[config.mk]
export PLATFORM = sky130hd
export DESIGN_NAME = ssp_port_arbiter
export DESIGN_NICKNAME = d
export VERILOG_FILES = /design/src/rtl/ssp_port_arbiter.sv
export SDC_FILE = /design/constraint.sdc
export NUM_CORES = 1
export LEC_CHECK = 0
export ABC_AREA = 1
export CORE_ASPECT_RATIO = 0.9
export CORE_MARGIN = 2
export CORE_UTILIZATION = 50
export CTS_CLUSTER_SIZE = 8
export DETAILED_ROUTE_END_ITERATION = 8
export PLACE_DENSITY = 0.81
export SYNTH_ARGS = -nofsm -noshare
export SYNTH_HDL_FRONTEND = slang
export SYNTH_SLANG_ARGS = --single-unit
[constraint.sdc]
create_clock -name PCLK -period 3.3 [get_ports PCLK]
set_clock_uncertainty 0.2 [all_clocks]
set_input_delay 0.66 -clock PCLK [delete_from_list [all_inputs] [get_ports PCLK]]
set_output_delay 0.66 -clock PCLK [all_outputs]
set_load 0.01 [all_outputs]
[src/rtl/ssp_port_arbiter.sv]
// Round-robin arbiter that shares one SSP processor interface among NUM_REQ byte
// requesters. A tag FIFO records which requester issued each TX byte so that the
// matching RX byte can be routed back to the same requester.
module ssp_port_arbiter #(
  parameter int unsigned NUM_REQ   = 4,
  parameter int unsigned TAG_DEPTH = 8
) (
  input  logic                 PCLK,
  input  logic                 CLEAR_B,
  input  logic [NUM_REQ-1:0]   req_valid,
  input  logic [8*NUM_REQ-1:0] req_data,
  output logic [NUM_REQ-1:0]   req_ready,
  output logic [NUM_REQ-1:0]   rsp_valid,
  output logic [7:0]           rsp_data,
  output logic                 PSEL,
  output logic                 PWRITE,
  output logic [7:0]           PWDATA,
  input  logic [7:0]           PRDATA,
  input  logic                 SSPTXINTR,
  input  logic                 SSPRXINTR,
  output logic [3:0]           outstanding,
  output logic                 rx_drop
);

  localparam int unsigned IdW  = (NUM_REQ > 1) ? $clog2(NUM_REQ) : 1;
  localparam int unsigned PtrW = $clog2(TAG_DEPTH);

  typedef enum logic [1:0] {StIdle, StWr, StRd, StGap} state_e;

  state_e          state_q;
  logic [IdW-1:0]  rr_q;
  logic [IdW-1:0]  grant_id;
  logic [IdW-1:0]  rr_next;
  logic [IdW:0]    cand;
  logic            grant_found;
  logic            wr_go;
  logic [7:0]      req_bytes [NUM_REQ];
  logic [IdW-1:0]  tag_mem [TAG_DEPTH];
  logic [PtrW-1:0] wr_ptr_q;
  logic [PtrW-1:0] rd_ptr_q;
  logic [3:0]      count_q;

  for (genvar g = 0; g < NUM_REQ; g++) begin : g_bytes
    assign req_bytes[g] = req_data[8*g +: 8];
  end

  // First valid requester at or after the round-robin pointer, wrapping at NUM_REQ.
  always_comb begin
    grant_found = 1'b0;
    grant_id    = '0;
    cand        = '0;
    for (int unsigned k = 0; k < NUM_REQ; k++) begin
      cand = {1'b0, rr_q} + (IdW+1)'(k);
      if (cand >= (IdW+1)'(NUM_REQ)) cand = cand - (IdW+1)'(NUM_REQ);
      if (!grant_found && req_valid[cand[IdW-1:0]]) begin
        grant_found = 1'b1;
        grant_id    = cand[IdW-1:0];
      end
    end
  end

  // A write may start only from IDLE when no read is pending, the SSP TX FIFO has
  // room and a tag slot is free; the accept pulse is combinational in that cycle.
  always_comb begin
    wr_go     = (state_q == StIdle) && !SSPRXINTR && grant_found && !SSPTXINTR &&
                (count_q < 4'(TAG_DEPTH));
    req_ready = wr_go ? (NUM_REQ'(1) << grant_id) : '0;
    rr_next   = (grant_id == IdW'(NUM_REQ - 1)) ? '0 : grant_id + 1'b1;
  end

  assign outstanding = count_q;

  // Access sequencer: one registered PSEL cycle per access, then a GAP cycle.
  always_ff @(posedge PCLK or negedge CLEAR_B) begin
    if (!CLEAR_B) begin
      state_q   <= StIdle;
      PSEL      <= 1'b0;
      PWRITE    <= 1'b0;
      PWDATA    <= '0;
      rsp_valid <= '0;
      rsp_data  <= '0;
      rx_drop   <= 1'b0;
      rr_q      <= '0;
      wr_ptr_q  <= '0;
      rd_ptr_q  <= '0;
      count_q   <= '0;
      for (int unsigned i = 0; i < TAG_DEPTH; i++) tag_mem[i] <= '0;
    end else begin
      rsp_valid <= '0;
      rx_drop   <= 1'b0;
      unique case (state_q)
        StIdle: begin
          if (SSPRXINTR) begin
            state_q <= StRd;
            PSEL    <= 1'b1;
            PWRITE  <= 1'b0;
          end else if (wr_go) begin
            state_q           <= StWr;
            PSEL              <= 1'b1;
            PWRITE            <= 1'b1;
            PWDATA            <= req_bytes[grant_id];
            tag_mem[wr_ptr_q] <= grant_id;
            wr_ptr_q          <= wr_ptr_q + 1'b1;
            count_q           <= count_q + 1'b1;
            rr_q              <= rr_next;
          end
        end
        StWr: begin
          state_q <= StGap;
          PSEL    <= 1'b0;
          PWRITE  <= 1'b0;
        end
        StRd: begin
          state_q <= StGap;
          PSEL    <= 1'b0;
          // An RX byte with no outstanding tag has no owner and is discarded.
          if (count_q != '0) begin
            rsp_valid <= NUM_REQ'(1) << tag_mem[rd_ptr_q];
            rsp_data  <= PRDATA;
            rd_ptr_q  <= rd_ptr_q + 1'b1;
            count_q   <= count_q - 1'b1;
          end else begin
            rx_drop <= 1'b1;
          end
        end
        StGap: begin
          state_q <= StIdle;
        end
        default: begin
          state_q <= StIdle;
        end
      endcase
    end
  end

endmodule

## Word level (Yosys, flattened, before mapping)

Index checks and enable logic that the tools add are counted.

| word-level totals | value |
|---|---|
| bits of input ports | 48 |
| word-level logic and storage cells | 129 |
| register bits after elaboration | 53 |

| cells by class | value |
|---|---|
| $add $sub $neg | 12 |
| shift-type cells | 2 |
| bitwise logic cells | 4 |
| eq/ne operators | 8 |
| order comparisons | 13 |
| reduce and logical (&&, ||, !) cells | 24 |
| mux-type cells | 47 |

Operators by type and width:

| cell | number |
|---|---|
| two-way mux 2 bit | 14 |
| two-way mux 4 bit | 6 |
| binary-select mux 8 bit (select 2 bit) | 1 |
| bitwise mux 16 bit | 1 |
| two-way mux 8 bit | 2 |
| two-way mux 1 bit | 13 |
| >= comparator 3 bit (second input constant) | 4 |
| less-than comparator 2 x 3 -> 1 bit (second input constant) | 4 |
| binary-select mux 1 bit (select 2 bit) | 4 |
| >= comparator 4 bit (second input constant) | 2 |
| logical AND 1 bit | 8 |
| inverter 3 -> 4 bit | 2 |
| case mux 4 bit (2 select lines) | 1 |
| left shift 1 x 2 -> 4 bit (first input constant) | 2 |
| subtractor 2 x 1 -> 2 bit (second input constant) | 4 |
| adder 2 x 2 -> 3 bit (second input constant) | 2 |
| adder 3 x 1 -> 3 bit (second input constant) | 2 |
| binary-select mux 2 bit (select 3 bit) | 1 |
| demux 2 bit (select 3 bit) | 1 |
| == test 2 bit (second input constant) | 3 |
| != test 2 bit (second input constant) | 3 |
| case mux 2 bit (3 select lines) | 1 |
| AND reduction 2 bit | 3 |
| nonzero test 2 bit | 3 |
| 18 further kinds | 23 |

## Longest topological paths before layout

| depth | value |
|---|---|
| depth after elaboration | 20 |
| depth in mapped cells | 16 |

## Least setup slack after synthesis

No wires, ideal clock.

| timing path | value |
|---|---|
| path kind | input to output |
| start | in req_valid[3] |
| end | out req_ready[3] |
| cell stages on the path | 13 |
| setup slack | 526 ps |
| buffers on the path | 1 |
| data required time | 2440 ps |
| arrival | 1914 ps |
| cell sequence | inv_1 nand2_1 nand3_1 nand2_2 inv_1 nand2_1 nand2_4 nand3_4 buf_4 inv_1 ha_1 inv_1 nor2_1 |

| on the way | value |
|---|---|
| elaborated cells between the ends (all ways) | 27 |
| classes of those cells | shift (1); mux (17); reduce/logical (9) |

RTL lines:

| item | RTL line | RTL |
|---|---|---|
| from (decl) | 10 | `input logic [NUM_REQ-1:0] req_valid,` |
| binary-select mux 1 bit (select 2 bit) | 55 | `if (!grant_found && req_valid[cand[IdW-1:0]]) begin` |
| two-way mux 1 bit (not written as such) | 55 |  |
| two-way mux 1 bit | 55 |  |
| logical NOT 1 bit | 55 |  |
| logical AND 1 bit | 55 |  |
| two-way mux 1 bit | 55 |  |
| logical NOT 1 bit | 55 |  |
| logical AND 1 bit | 55 |  |
| two-way mux 1 bit | 55 |  |
| logical NOT 1 bit | 55 |  |
| logical AND 1 bit | 55 |  |
| two-way mux 2 bit * | 55 |  |
| via grant_id[0] | 32 | `logic [IdW-1:0] grant_id;` |
| left shift 1 x 2 -> 4 bit * | 67 | `req_ready = wr_go ? (NUM_REQ'(1) << grant_id) : '0;` |
| two-way mux 4 bit * | 67 |  |
| to (decl) | 12 | `output logic [NUM_REQ-1:0] req_ready,` |

Mark *: on every way through the listed nets, which the timed path passes. The rest lies on a longest branch. The select of a mux whose other input is x is not followed.

## Worst setup path in the final report

| timing path | value |
|---|---|
| start | in req_valid[0] |
| end | out req_ready[2] |

Same word-level chain as after synthesis.

==> flow_metrics.env <==
export IMPL_first_iter_violations=179
export IMPL_vdd_drop_max_mv=0.4750
export IMPL_worstSetupStartpointType="input port"
export IMPL_avgSynthCellArea_um2=7.366
export IMPL_p_leak_nw=2.229
export IMPL_grt_use_total=0.2206
export IMPL_cts_tree="built"
export IMPL_antenna_cells=0
export IMPL_cts_sinks=53
export IMPL_cts_max_level=2
export IMPL_antenna_found_initial=0
export IMPL_viasPerCell=5.028
export IMPL_grt_pass1_vias=2929
export IMPL_tightest_slew_ns=0.6894
export IMPL_drive_gt1_frac=0.1352
export IMPL_fin_crit_sh=0.9661
export IMPL_ys_warn_count=0
export IMPL_start_util=0.5187
export IMPL_drv_cap=0
export IMPL_fin_nets=586
export IMPL_max_freq_mhz=313.7
export IMPL_netlist_instances=433
export IMPL_status="finished, final reports clean"
export IMPL_fp_row_count=27
export IMPL_grt_max_degree=32
export IMPL_critPathMaxFanout=4
export IMPL_dieWidth_um=88.19
export IMPL_min_period_ns=3.188
export IMPL_syn_area_um2=3189
export IMPL_worst_slack_ns=0.1119
export IMPL_finalPower_w=0.004274
export IMPL_routabilityCongestion=0.8635
export IMPL_design_die_area_um2=7034
export IMPL_crit_path_end_kind="output port"
export IMPL_timing_critical_path_arrival_ns=2.33
export IMPL_synth_fp_nets=494
export IMPL_wl_per_cell_um=12.27
export IMPL_power_density_nw_per_um2=1003
export IMPL_r2r_start="rr_q[0]"
export IMPL_ctsLongestPathBuffers=2
export IMPL_coreArea_um2=6148
export IMPL_grt_pass1_wl_mm=12.59
export IMPL_criticalPathCategory="input port to output port"
export IMPL_hold_class="input port to async pin"
export IMPL_numPortBuffers=78
export IMPL_r2r_slack_ns=0.76
export IMPL_post_dp_hpwl_mm=5.727
export IMPL_finalHoldViolations=0
export IMPL_syn_to_final_growth_pct=33.58
export IMPL_setup_worst_path_end="req_ready[2]"
export IMPL_yosysUniqueCellTypes=31
export IMPL_first_pass_iters=4
export IMPL_vias=3077
export IMPL_reg2regPathDepth=15
export IMPL_antenna_left=0
export IMPL_overflow=0
export IMPL_cp_required_ns=2.44
export IMPL_ys_seq_elements=53
export IMPL_cts_hold_buf=0
export IMPL_maxSlewHeadroom=0.5404
export IMPL_pin_count=79
export IMPL_die_h_um=79.77
export IMPL_seq_area_frac_synth=0.4158
export IMPL_drc=0
export IMPL_whs_ns=0.1952
export IMPL_wl_mm=7.512
export IMPL_place_ws_ns=-0.3855
export IMPL_clkTransAtPathRegs_ns=0.09
export IMPL_drv_slew=0
export IMPL_cp_startpoint="req_valid[0]"
export IMPL_clock_latency_ns=0.29
export IMPL_utilization=0.6929
export IMPL_cts_root_buf="clkbuf_8"
export IMPL_timing_rr_end="tag_mem[12]"
export IMPL_setup_viol=0
export IMPL_numCtsBuffers=5
## Yosys cell counts
master / instances / area, µm²
ha_1: 12 / 150.1
nand3_2: 2 / 20.02
inv_6: 1 / 8.760
a21oi_1: 2 / 10.01
nor2_4: 1 / 11.26
clkbuf_1: 3 / 11.26
buf_4: 3 / 22.52
nor4_1: 1 / 6.260
fa_1: 1 / 20.02
a22oi_1: 1 / 7.510
nor2_2: 3 / 18.77
o21ai_1: 20 / 100.1
dfrtp_1: 53 / 1326
inv_1: 66 / 247.7
nand3_1: 27 / 135.1
clkinv_1: 1 / 3.750
buf_2: 4 / 20.02
xor2_1: 6 / 52.55
o21ai_2: 1 / 8.760
nand3_4: 2 / 35.03
nor2_1: 24 / 90.09
nand2_1: 147 / 551.8
nand4_1: 17 / 106.4
buf_6: 2 / 22.52
inv_2: 3 / 11.26
o22ai_1: 4 / 25.02
a21boi_4: 1 / 18.77
o21ai_0: 17 / 85.08
xnor2_1: 1 / 8.760
nand2_2: 5 / 31.28
nand2_4: 2 / 22.52
## power breakdown
part / switching, W / internal [W] / leakage, nW
Sequential: 0.000212 / 0.000916 / 0.678
Combinational: 0.00161 / 0.00118 / 1.51
Clock: 0.000191 / 0.000167 / 0.0443
Total: 0.00201 / 0.00227 / 2.23
## routing by layer
metal | global-route usage | up-vias | part of all wire
met3 | 0.03723 | 9 | 0.041
li1 | - | 1539 | -
met2 | 0.3827 | 78 | 0.49
met1 | 0.2923 | 1451 | 0.46
met4 | 0.04091 | 0 | 0.0076
met5 | 0 | - | 0
## layout by cell type (no fill, tap or decap), types with 2 or more instances in the layout
cell type,count
a21oi_1,2
buf_2,3
buf_4,19
clkbuf_2,2
clkbuf_8,6
clkdlybuf4s50_1,70
dfrtp_1,52
dlymetal6s2s_1,3
ha_1,12
inv_1,60
inv_2,9
nand2_1,139
nand2_2,13
nand2_4,2
nand3_1,22
nand3_2,7
nand3_4,2
nand4_1,17
nor2_1,24
nor2_2,3
o21ai_0,16
o21ai_1,21
o22ai_1,4
xor2_1,6
## logic make-up after synthesis
kind of cell,synth area share
buf+inv,0.1091
xor+xnor,0.01922
flops,0.4158
compound gates,0.08003
fa+ha+maj,0.05335
simple gates,0.3225
## per-stage QoR
step	instance area [µm²]	setup TNS, ns	instances
after floorplan	3189	0	433
after detailed placement	4133	-1.333	604
after global placement	4133	-1.095	604
final	4260	0	612
after CTS	4237	-0.04875	611
after global routing	4260	-0.001355	612
## what timing repair did
| item | in CTS | in global routing |
|---|---|---|
| endpoints found under the setup margin | 4 | 4 |
| resized for setup | 15 | 23 |
| pin swaps | 5 | 6 |
| setup buffers | 0 | 1 |
## area by class of cell
class	instances	area, µm²
Timing Repair Buffer	97	905.9
Tap cell	87	108.9
Fill cell	512	1888
Sequential cell	53	1328
Multi-Input combinational cell	297	1560
Clock buffer	7	86.33
Inverter	71	271.5
## critical path: stages
cell             delay, ns
clkdlybuf4s50_1       0.43
inv_2                 0.08
nand2_2               0.06
nand3_2               0.09
nand2_2               0.08
nor2_4                0.13
nand3_1               0.10
nand3_2               0.08
nand2_2               0.07
inv_2                 0.08
ha_1                  0.14
inv_1                 0.04
nor2_1                0.13
clkbuf_2              0.15
## registers in the layout (all words and copies together) (netlist names), 2 cells and up
register and cells:
rsp_data 8, state_q 2, rsp_valid 4, tag_mem 16, outstanding 4, rd_ptr_q 3, wr_ptr_q 3, PWDATA 8
rr_q 2
## how the worst min path moves through the flow
stage               startpoint            to  slack, ns  depth (start not counted)
detailed placement   PWDATA[4]     PWDATA[4]       0.26                          2
CTS                    CLEAR_B    tag_mem[3]       0.22                          1
global route           CLEAR_B    tag_mem[1]       0.25                          1
floorplan              CLEAR_B          PSEL       0.16                          0
finish                 CLEAR_B  rsp_valid[0]       0.20                          1
global placement     PWDATA[4]     PWDATA[4]       0.26                          2
Power figures use the tool's default switching activity.
